$ cat src/rtl/pipe_hazard_ctl.sv
// Pipeline hazard controller for the rv32 5-stage core.
// Produces pipeline-register enables/flushes for load-use hazards, taken
// redirects and data-memory wait states, EX-stage forwarding selects, a
// sticky dmem-timeout fault and saturating perf counters.
//
// state   | meaning
// --------+--------------------------------------------------------------
// RUN     | normal flow, no outstanding dmem wait
// WAIT    | dmem wait in progress, wait_cnt counts consecutive wait cycles
// FAULT   | dmem timed out; pipeline frozen until reset
module pipe_hazard_ctl #(
  parameter int MEM_TO = 16,
  parameter int CNT_W  = 16
) (
  input  logic             clk,
  input  logic             rst,
  input  logic [31:0]      id_instr,
  input  logic [4:0]       idex_rs1,
  input  logic [4:0]       idex_rs2,
  input  logic [4:0]       idex_rd,
  input  logic             idex_RegWEn,
  input  logic             idex_is_load,
  input  logic             ex_pc_sel,
  input  logic [4:0]       exm_rd,
  input  logic             exm_RegWEn,
  input  logic             exm_is_load,
  input  logic [4:0]       mwb_rd,
  input  logic             mwb_RegWEn,
  input  logic             dmem_req,
  input  logic             dmem_ready,
  output logic             pc_en,
  output logic             if_id_en,
  output logic             id_ex_en,
  output logic             ex_mem_en,
  output logic             if_id_flush,
  output logic             id_ex_flush,
  output logic             mem_wb_flush,
  output logic [1:0]       fwd_a,
  output logic [1:0]       fwd_b,
  output logic             mem_err,
  output logic [CNT_W-1:0] stall_cnt,
  output logic [CNT_W-1:0] flush_cnt
);

  typedef enum logic [1:0] {
    ST_RUN   = 2'd0,
    ST_WAIT  = 2'd1,
    ST_FAULT = 2'd2
  } state_t;

  localparam int WW = $clog2(MEM_TO) + 1;
  localparam logic [WW-1:0] WAIT_LAST = WW'(MEM_TO - 1);

  state_t        state;
  logic [WW-1:0] wait_cnt;

  logic [6:0] opcode;
  logic [4:0] id_rs1;
  logic [4:0] id_rs2;
  logic       rs1_used;
  logic       rs2_used;
  logic       ldu;
  logic       frz;
  logic       halted;
  logic       br_act;
  logic       ldu_act;
  logic       unused_instr;

  assign opcode = id_instr[6:0];
  assign id_rs1 = id_instr[19:15];
  assign id_rs2 = id_instr[24:20];
  // Fields outside opcode/rs1/rs2 do not influence hazard detection.
  assign unused_instr = ^{id_instr[31:25], id_instr[14:7]};

  // LUI, AUIPC and JAL carry no rs1; only branches, stores and R-type read rs2.
  always_comb begin
    rs1_used = 1'b1;
    rs2_used = 1'b0;
    case (opcode)
      7'b0110111, 7'b0010111, 7'b1101111: rs1_used = 1'b0;
      default:                            rs1_used = 1'b1;
    endcase
    case (opcode)
      7'b1100011, 7'b0100011, 7'b0110011: rs2_used = 1'b1;
      default:                            rs2_used = 1'b0;
    endcase
  end

  assign ldu = idex_is_load & idex_RegWEn & (idex_rd != 5'd0) &
               ((rs1_used & (id_rs1 == idex_rd)) | (rs2_used & (id_rs2 == idex_rd)));
  assign frz = dmem_req & ~dmem_ready;

  assign halted  = rst | (state == ST_FAULT);
  assign br_act  = ~halted & ~frz & ex_pc_sel;
  assign ldu_act = ~halted & ~frz & ~ex_pc_sel & ldu;

  // Enable/flush priority: halt, then dmem freeze, then redirect, then load-use bubble.
  always_comb begin
    pc_en        = 1'b1;
    if_id_en     = 1'b1;
    id_ex_en     = 1'b1;
    ex_mem_en    = 1'b1;
    if_id_flush  = 1'b0;
    id_ex_flush  = 1'b0;
    mem_wb_flush = 1'b0;
    if (halted) begin
      pc_en     = 1'b0;
      if_id_en  = 1'b0;
      id_ex_en  = 1'b0;
      ex_mem_en = 1'b0;
    end else if (frz) begin
      // Frozen EX holds ex_pc_sel, so the redirect lands on the release cycle.
      pc_en        = 1'b0;
      if_id_en     = 1'b0;
      id_ex_en     = 1'b0;
      ex_mem_en    = 1'b0;
      mem_wb_flush = 1'b1;
    end else if (ex_pc_sel) begin
      if_id_flush = 1'b1;
      id_ex_flush = 1'b1;
    end else if (ldu) begin
      pc_en       = 1'b0;
      if_id_en    = 1'b0;
      id_ex_flush = 1'b1;
    end
  end

  function automatic logic [1:0] fwd_sel(input logic [4:0] rs,
                                         input logic [4:0] e_rd, input logic e_we,
                                         input logic e_ld,
                                         input logic [4:0] w_rd, input logic w_we);
    if (e_we && (e_rd != 5'd0) && (e_rd == rs) && !e_ld) return 2'b01;
    else if (w_we && (w_rd != 5'd0) && (w_rd == rs))      return 2'b10;
    else                                                  return 2'b00;
  endfunction

  // Forwarding selects, independent of FSM state; a load in MEM has no data yet.
  always_comb begin
    fwd_a = fwd_sel(idex_rs1, exm_rd, exm_RegWEn, exm_is_load, mwb_rd, mwb_RegWEn);
    fwd_b = fwd_sel(idex_rs2, exm_rd, exm_RegWEn, exm_is_load, mwb_rd, mwb_RegWEn);
  end

  // Dmem timeout FSM with sticky fault flag.
  always_ff @(posedge clk or posedge rst) begin
    if (rst) begin
      state    <= ST_RUN;
      wait_cnt <= '0;
      mem_err  <= 1'b0;
    end else begin
      case (state)
        ST_RUN: begin
          if (frz) begin
            state    <= ST_WAIT;
            wait_cnt <= WW'(1);
          end
        end
        ST_WAIT: begin
          if (!frz) begin
            state    <= ST_RUN;
            wait_cnt <= '0;
          end else if (wait_cnt == WAIT_LAST) begin
            state   <= ST_FAULT;
            mem_err <= 1'b1;
          end else begin
            wait_cnt <= wait_cnt + WW'(1);
          end
        end
        ST_FAULT: mem_err <= 1'b1;
        default: begin
          state    <= ST_RUN;
          wait_cnt <= '0;
        end
      endcase
    end
  end

  // Saturating perf counters for load-use bubbles and taken redirects.
  always_ff @(posedge clk or posedge rst) begin
    if (rst) begin
      stall_cnt <= '0;
      flush_cnt <= '0;
    end else begin
      if (ldu_act && (stall_cnt != {CNT_W{1'b1}})) stall_cnt <= stall_cnt + CNT_W'(1);
      if (br_act && (flush_cnt != {CNT_W{1'b1}}))  flush_cnt <= flush_cnt + CNT_W'(1);
    end
  end

endmodule
$ cat config.mk
export PLATFORM = sky130hd
export DESIGN_NAME = pipe_hazard_ctl
export DESIGN_NICKNAME = d
export VERILOG_FILES = /design/src/rtl/pipe_hazard_ctl.sv
export SDC_FILE = /design/constraint.sdc
export NUM_CORES = 1
export LEC_CHECK = 0
export BUFFER_PORTS_ARGS = -buffer_cell sky130_fd_sc_hd__buf_4
export CORE_MARGIN = 4
export CORE_UTILIZATION = 43
export CTS_CLUSTER_DIAMETER = 200
export DETAILED_ROUTE_END_ITERATION = 8
export PLACE_DENSITY = 0.76
export RECOVER_POWER = 50
export SYNTH_ARGS = -nofsm -noshare
export SYNTH_HDL_FRONTEND = slang
export SYNTH_SLANG_ARGS = --single-unit
$ cat constraint.sdc
create_clock -name clk -period 2.28 [get_ports clk]
set_input_delay 0.342 -clock clk [delete_from_list [all_inputs] [get_ports clk]]
set_output_delay 0.342 -clock clk [all_outputs]
set_load 0.005 [all_outputs]
==> impl_metrics.csv, run 1 <==
group,metric,value,unit
global_route,antenna_found_initial,0,
global_route,grt_overflow,0,
yosys,synthTopCellsByArea,"dfrtp_1, xor2_1, xnor2_1",
timing,fin_crit,2.19,ns
final_layout,layout-drive-gt1-share,0.360,
die,dieHeight,85.6,um
final_layout,syn2layout_area_growth,38.4,%
die,start_util,0.440,
detailed_routing,drt.antenna.violating_nets,0,
yosys,synth_edf_count,0,
timing,drv_slew,0,
timing,skew,0.00960,ns
detailed_routing,drc,0,
place,placed_cell_area,3490,um^2
final_layout,finalInstanceArea,3580,um^2
clock_network,numCtsBuffers,5,
critical_path,path_class,"in2out",
clock_network,htree_levels,2,
yosys,yosysWarnings,0,
pwr,power_density,464,nW/um^2
timing,worst_slew_pin_slew,1.28,ns
timing,hold_viol_final,0,
yosys,ys_seq_area_frac,0.386,
final_layout,fillers,517,
detailed_routing,routed_wl,6350,um
critical_path,cp.arrival,1.85,ns
global_route,grt_pass1_vias,2421,
yosys,async_flop_share,1.00,
timing,tns,0,ns
critical_path,worstSetupStartpointType,"input port",
timing,relSlewSlack,0.146,
final_layout,diodes,0,
yosys,yosys_register_bits,40,
yosys,synthDominantCellAreaShare,0.386,
die,core_area,5890,um^2
worst_hold_path,hp-class,"in2async",
place,dpl.cell_count,439,
pwr,leakage,1.69,nW
place,io_buffers,95,
yosys,avgSynthCellArea,9.96,um^2
place,hpwlAfterDp,5130,um
critical_path,path_cells,"buf_4 -> or3b_1 -> nor4_4 -> nand4_2 -> buf_4 -> and3_2 -> buf_4",
yosys,synth_area_leader_cell,"dfrtp_1",
detailed_routing,vias,2377,
detailed_routing,drt_iter0_drc,43,
critical_path,slowest_stage,"or3b_1",
timing,rsz0062_at_grt,"true",
yosys,synth_area,2590,um^2
pwr,vdd_drop_max,0.294,mV
place,gp_congestion,0.812,
clock_network,postCtsHoldBufs,0,
yosys,synth.distinct_cells,43,
yosys,synthFlopType,"dfrtp_1",
detailed_routing,routed_via_density,5.32,
critical_path,endpoint_kind,"primary output",
yosys,synthesis.nets,331,
global_route,grt_usage,0.180,
job,drv_cap,0,
global_route,grt_max_degree,26,
final_layout,final_cells,447,
timing,clock.fmax,457,MHz
die,ios,111,
final_layout,final_nets,442,
critical_path,worstPathMaxFanout,13,
clock_network,cts_sinks,40,
clock_network,postCtsSetupRepairBufs,0,
die,die-area,7330,um^2
global_route,grt_pass1_wl,10700,um
critical_path,required,1.94,ns
detailed_routing,drt_pass1_iterations,4,
critical_path,critPathMostFrequentCell,"buf_4",
detailed_routing,avgRoutedWirePerCell,14.2,um
clock_network,root_buffer,"clkbuf_8",
critical_path,crit_path_max_incr_delay,0.41,ns
clock_network,clk_latency,0.30,ns
clock_network,clk_path_buf_depth,2,
die,rows,28,
timing,finalSetupViolations,0,
clock_network,clk_pin_slew,0.08,ns
outcome,outcome,"finished clean",
die,die_w,85.6,um
yosys,syn-instance-count,260,
timing,fin_crit_sh,0.960,
clock_network,cts_tree,"yes",
[kinds of logic (layout without fill, tap and decap cells)]
logic type,count (synthesis),in the layout,share of synthesized area
adder cells (fa/ha/maj),4,4,0.0193
flip-flops,40,40,0.386
AND/OR/NAND/NOR,102,102,0.223
AO/OA/AOI/OAI,33,33,0.116
XOR/XNOR,61,61,0.206
multiplexers,3,3,0.0130
buffers and inverters,17,129,0.0362
[placed cells by master (no fill, tap or decap), drive strengths merged, types with 2 or more instances in the layout]
| master | netlist | final |
|---|---|---|
| nor4 | 6 | 6 |
| nor3 | 5 | 5 |
| mux2 | 3 | 3 |
| o21ai | 8 | 8 |
| nand2 | 17 | 17 |
| ha | 4 | 4 |
| a2111oi | 10 | 10 |
| nand4 | 10 | 10 |
| nand2b | 4 | 4 |
| and4 | 2 | 2 |
| a211oi | 6 | 6 |
| xor2 | 41 | 41 |
| xnor2 | 20 | 20 |
| buf | 5 | 87 |
| clkinv | 0 | 3 |
| clkbuf | 1 | 28 |
| dfrtp | 40 | 40 |
| nor2 | 9 | 9 |
| inv | 11 | 10 |
| or4 | 4 | 4 |
| nor2b | 3 | 3 |
| nand3 | 24 | 24 |
| and3 | 7 | 7 |
| or2 | 2 | 2 |
| a21oi | 4 | 4 |
| and2 | 3 | 3 |
[worst max-delay path, delay by kind of cell]
kind | cells | cell delay, ns
AND/OR/NAND/NOR | 4 | 1.04
buffers and inverters | 3 | 0.46
[flip-flops by register name, indices dropped and copies added, names as in the netlist]
signal     count
flush_cnt     16
stall_cnt     16
state          2
wait_cnt       5
mem_err        1
[power by group]
part | switching (mW) | total, mW | internal [mW] | leakage, nW
combinational | 0.169 | 0.378 | 0.209 | 1.11
clock | 0.256 | 0.470 | 0.213 | 0.0479
sequential | 0.0610 | 0.816 | 0.755 | 0.531
total | 0.486 | 1.66 | 1.18 | 1.69
[metal layers]
| layer | part of all wire | GRT usage |
|---|---|---|
| met1 | 0.39 | 0.208 |
| met2 | 0.51 | 0.311 |
| met3 | 0.085 | 0.0615 |
| met4 | 0.015 | 0.0604 |
| met5 | 0 | 0 |
[final timing paths]
kind / cells past startpoint / slack (ns) / to / from
min in group clk: 4 / 0.41 / state[0] / dmem_ready
min reg2reg: 1 / 0.47 / mem_err / mem_err
max reg2reg: 7 / 0.13 / stall_cnt[11] / stall_cnt[0]
max in group asynchronous: 3 / 0.99 / wait_cnt[3] / rst
min: 3 / 0.32 / wait_cnt[2] / rst
max: 7 / 0.09 / pc_en / id_instr[3]
[metrics by stage]
stage | total power, mW | util | hold WS, ns | setup slack (ns)
final | 1.66 | 0.609 | 0.316 | 0.0913
after global routing | 1.78 | 0.609 | 0.418 | -0.00242
after CTS | 1.68 | 0.607 | 0.0916 | 0.000428
after detailed placement | 1.21 | 0.592 | 0.422 | -0.0303
after global placement | 1.20 | 0.592 | 0.417 | 0.0433
after floorplan | 0.993 | - | 0.329 | 0.123
[cell type report]
class / instances / area, um^2 / area share
Clock buffer: 5 / 68.8 / 0.0192
Clock inverter: 3 / 18.8 / 0.00524
Inverter: 11 / 42.5 / 0.0119
Multi-Input combinational cell: 203 / 1530 / 0.426
Sequential cell: 40 / 1000 / 0.279
Tap cell: 75 / 93.8 / 0.0262
Timing Repair Buffer: 110 / 832 / 0.232
[what timing repair did]
action / in CTS / in global routing
resized for setup: 0 / 7
setup endpoints to repair: 0 / 17
hold endpoints to repair: 0 / 0
[Yosys cell counts (all sizes together), types with 2 or more instances]
master / number
a2111oi: 10
a211oi: 6
a21oi: 4
and2: 3
and3: 7
and4: 2
buf: 5
dfrtp: 40
ha: 4
inv: 11
mux2: 3
nand2: 17
nand2b: 4
nand3: 24
nand4: 10
nor2: 9
nor2b: 3
nor3: 5
nor4: 6
o21ai: 8
or2: 2
or4: 4
xnor2: 20
xor2: 41
No activity file was read; power rests on OpenSTA's default activity.
==> run 2: changes to the inputs <==
CTS_CLUSTER_SIZE = 12   (was not set)
PLACE_DENSITY = 0.74   (was 0.76)
SLEW_MARGIN = 10   (was not set)
==> run 2 against run 1 <==
Against the previous run: power is 6.0% higher; largest power group unchanged; utilization is 0.21 points lower; clock skew is 0.0035 ns lower; clock power is 23% higher; final area is 0.35% lower; first-iteration DRC count is 49% higher.
==> impl_metrics.csv, run 2 (synthesis gave the netlist of run 1 again) <==
group,metric,value,unit
outcome,outcome,"finished clean",
timing,rsz0062_at_grt,"false",
clock_network,cts_sinks,40,
clock_network,cts_tree,"yes",
final_layout,diodes,0,
die,rows,28,
critical_path,required,1.94,ns
global_route,grt_usage,0.173,
final_layout,syn2layout_area_growth,37.9,%
detailed_routing,avgRoutedWirePerCell,14.4,um
final_layout,final_nets,439,
detailed_routing,routed_via_density,5.20,
timing,whs,0.381,ns
clock_network,clk_path_buf_depth,2,
detailed_routing,drt_pass1_iterations,4,
global_route,antenna_found_initial,0,
die,core_area,5890,um^2
timing,skew,0.00612,ns
timing,drv_slew,0,
timing,fin_crit,2.20,ns
clock_network,postCtsSetupRepairBufs,0,
global_route,grt_max_degree,35,
final_layout,final_cell_mix,"buf_4, xor2_1, dfrtp_1",
pwr,vdd_drop_max,0.248,mV
final_layout,final_common_cell,"buf_4",
clock_network,root_buffer,"clkbuf_8",
final_layout,top_regs,"flush_cnt (16), stall_cnt (16), wait_cnt (5)",
detailed_routing,routed_wl,6380,um
job,drv_cap,0,
die,die-area,7330,um^2
global_route,grt_pass1_vias,2345,
detailed_routing,wl_met2,3310,um
detailed_routing,drt_iter0_drc,64,
timing,hold_viol_final,0,
place,gp_congestion,0.803,
timing,clock.fmax,454,MHz
critical_path,path_class,"in2out",
critical_path,worstSetupStartpointType,"input port",
detailed_routing,top_layer_used,"met4",
critical_path,worstPathMaxFanout,15,
clock_network,clk_pin_slew,0.08,ns
worst_hold_path,hp-class,"in2async",
die,die_w,85.6,um
critical_path,endpoint_kind,"primary output",
place,hpwlAfterDp,5110,um
global_route,grt_pass1_wl,10500,um
detailed_routing,drt.antenna.violating_nets,0,
detailed_routing,wl_met3,396,um
clock_network,htree_levels,2,
pwr,power,1.76,mW
die,ios,111,
pwr,leakage,1.67,nW
clock_network,clk_latency,0.29,ns
pwr,power_density,494,nW/um^2
die,dieHeight,85.6,um
place,io_buffers,95,
timing,fin_crit_sh,0.965,
global_route,grt_overflow,0,
timing,finalSetupViolations,0,
detailed_routing,drc,0,
timing,relSlewSlack,0.437,
critical_path,cp.arrival,1.86,ns
timing,worst_slew_pin_slew,0.845,ns
die,start_util,0.440,
clock_network,numCtsBuffers,5,
detailed_routing,vias,2310,
detailed_routing,wirelength_met1,2580,um
final_layout,layout-drive-gt1-share,0.352,
## run 2: worst paths after layout
path,slack (ns),cells after the start,to,from
setup / recovery,0.08,7,pc_en,id_instr[3]
hold / removal,0.38,3,stall_cnt[9],rst
setup reg to reg,0.15,7,stall_cnt[11],stall_cnt[0]
hold reg to reg,0.50,1,mem_err,mem_err
max in group asynchronous,1.38,3,flush_cnt[9],rst
min in group clk,0.41,4,state[0],dmem_ready
## run 2: layout make-up
cell class	count	area, um^2
Tap cell	75	93.8
Clock inverter	3	42.5
Multi-Input combinational cell	203	1520
Clock buffer	5	68.8
Inverter	11	42.5
Sequential cell	40	1000
Fill cell	537	2310
Timing Repair Buffer	107	801
## run 2: per-stage QoR
stage	util	instances	TNS [ns]	instance area, um^2	worst slack, ns
4_1_cts	0.606	444	0	3560	0.0147
2_1_floorplan	-	260	0	2590	0.123
3_3_place_gp	0.585	435	0	3440	0.0239
5_1_grt	0.607	444	0	3570	0.00212
6_report	0.607	444	0	3570	0.0792
3_5_place_dp	0.585	435	-0.107	3440	-0.0818
## run 2: power by group
group / internal (mW) / switching, mW
clock: 0.324 / 0.255
combinational: 0.206 / 0.165
sequential: 0.755 / 0.0581
total: 1.28 / 0.478
## run 2: what timing repair did
item / CTS / global route
setup endpoints to repair: 0 / 12
hold endpoints to repair: 6 / 0
hold buffers: 1 / 0
gates resized for setup: 0 / 7
## run 2: worst max-delay path: stages
cell and delay, ns:
buf_4 0.11, or3b_1 0.42, nor4_4 0.30, nand4_2 0.16
buf_12 0.19, and3_2 0.20, buf_4 0.13
## run 2: routing by layer
layer / track usage / vias to the layer above
li1: - / 1146
met4: 0.0518 / 0
met5: 0 / -
met2: 0.309 / 60
met1: 0.205 / 1095
met3: 0.0442 / 9
==> run 3: changes to the inputs <==
CORE_MARGIN = not set   (was 4)
==> run 3 against run 2 <==
Against the previous run: power increased by 1.2%; critical path depth did not move; sequential cell count unchanged; first-iteration DRC count grew 41%; non-clock buffer count increased by 5; utilization up 3.1 points; global-route usage increased by 3.6 points; register-to-register slack lost 0.05 ns; routed wire length shrank 2.4%; final area rose by 0.70%; critical path type unchanged; largest power group unchanged; highest routed layer unchanged.
==> impl_metrics.csv, run 3 (synthesis gave the netlist of run 1 again) <==
group,metric,value,unit
outcome,outcome,"finished clean",
clock_network,clk_path_buf_depth,2,
global_route,grt_usage,0.210,
final_layout,finalInstanceArea,3600,um^2
critical_path,critPathLaunch,"id_instr[3]",
timing,finalSetupViolations,0,
detailed_routing,routed_via_density,5.37,
clock_network,numCtsBuffers,5,
place,dpl.cell_count,437,
critical_path,worstSetupStartpointType,"input port",
final_layout,final_core_util,0.637,
final_layout,final_common_cell,"buf_4",
timing,drv_slew,0,
critical_path,worstPathMaxFanout,11,
timing,clock.fmax,451,MHz
job,drv_cap,0,
critical_path,r2r-end,"stall_cnt[14]",
global_route,grt_overflow,0,
critical_path,path_class,"in2out",
critical_path,reg2reg_slack,0.10,ns
place,io_buffers,95,
timing,rsz0062_at_grt,"true",
clock_network,cts_sinks,40,
detailed_routing,drt_iter0_drc,90,
worst_hold_path,hp-class,"in2reg",
critical_path,endpoint_kind,"primary output",
final_layout,layout-drive-gt1-share,0.353,
global_route,antenna_found_initial,0,
timing,relSlewSlack,0.625,
timing,hold_viol_final,0,
timing,fin_crit_sh,0.972,
detailed_routing,drc,0,
die,rows,27,
die,dieHeight,79.6,um
clock_network,root_buffer,"clkbuf_8",
timing,tns,0,ns
timing,fin_crit,2.22,ns
detailed_routing,avgRoutedWirePerCell,14.0,um
final_layout,diodes,0,
critical_path,r2r_cells,6,
die,core_area,5640,um^2
die,die_w,79.6,um
place,hpwlAfterDp,4980,um
clock_network,cts_tree,"yes",
timing,worst_slew_pin_slew,0.556,ns
detailed_routing,vias,2395,
place,placed_cell_area,3480,um^2
final_layout,multi_input_area,1520,um^2
die,ios,111,
final_layout,final_nets,444,
global_route,grt_max_degree,36,
pwr,leakage,1.68,nW
critical_path,required,1.94,ns
place,gp_congestion,0.765,
final_layout,top_regs,"flush_cnt (16), stall_cnt (16), wait_cnt (5)",
clock_network,clk_pin_slew,0.08,ns
final_layout,fillers,496,
final_layout,register_area,1000,um^2
pwr,power,1.78,mW
die,start_util,0.459,
die,die-area,6340,um^2
pwr,power_density,496,nW/um^2
clock_network,htree_levels,2,
critical_path,r2r-start,"stall_cnt[0]",
detailed_routing,routed_wl,6230,um
critical_path,endpoint,"pc_en",
pwr,vdd_drop_max,0.271,mV
detailed_routing,drt.antenna.violating_nets,0,
global_route,grt_pass1_vias,2274,
clock_network,clk_latency,0.30,ns
detailed_routing,drt_pass1_iterations,4,
critical_path,cp.arrival,1.88,ns
final_layout,final_cells,446,
final_layout,syn2layout_area_growth,38.8,%
global_route,grt_pass1_wl,10300,um
final_layout,final_cell_mix,"buf_4, xor2_1, dfrtp_1",
timing,skew,0.00569,ns
[run 3: changes by cell type in the layout (fill, tap and decap cells not counted), sizes merged]
cell,change
clkinv,-1
inv,+1
buf,+6
clkbuf,-1
[run 3: layout make-up]
class / count / area share
clock buffer: 5 / 0.0191
clock inverter: 3 / 0.0129
inverter: 11 / 0.0125
multi-input combinational: 203 / 0.421
sequential: 40 / 0.278
tap: 72 / 0.0251
timing repair buffer: 112 / 0.231
[run 3: worst min path at each step]
stage,start,end,slack [ns],depth (start not counted)
6_report,dmem_ready,state[0],0.40,4
2_1_floorplan,rst,flush_cnt[0],0.33,1
3_3_place_gp,rst,state[0],0.26,2
5_1_grt,dmem_ready,state[0],0.44,4
4_1_cts,dmem_ready,state[0],0.41,4
3_5_place_dp,rst,state[0],0.27,2
[run 3: repair_timing]
item,4_1_cts,5_1_grt
endpoints found under the setup margin,0,9
setup buffers,0,0
hold buffers,1,0
endpoints found under the hold margin,5,0
resized for setup,0,4
[run 3: power by group]
group / internal, mW / leakage [nW] / switching, mW
combinational: 0.204 / 1.10 / 0.165
clock: 0.330 / 0.0548 / 0.268
sequential: 0.755 / 0.531 / 0.0616
total: 1.29 / 1.68 / 0.494
[run 3: metrics by stage]
stage	setup slack, ns	hold slack [ns]
3_5_place_dp	-0.0483	0.270
6_report	0.0627	0.401
4_1_cts	0.0521	0.411
2_1_floorplan	0.123	0.329
5_1_grt	-0.00815	0.444
3_3_place_gp	0.0183	0.265
[run 3: critical path, stage by stage]
cell and delay (ns):
buf_4 0.11, or3b_1 0.39, nor4_2 0.33, nand4_2 0.13, buf_4 0.22, and3_2 0.22, buf_4 0.13
[run 3: metal layers]
layer	vias up	part of all wire	GRT usage
li1	1162	-	-
met1	1152	0.41	0.245
met3	10	0.058	0.0571
met2	71	0.52	0.372
met5	-	0	0
met4	0	0.016	0.0600
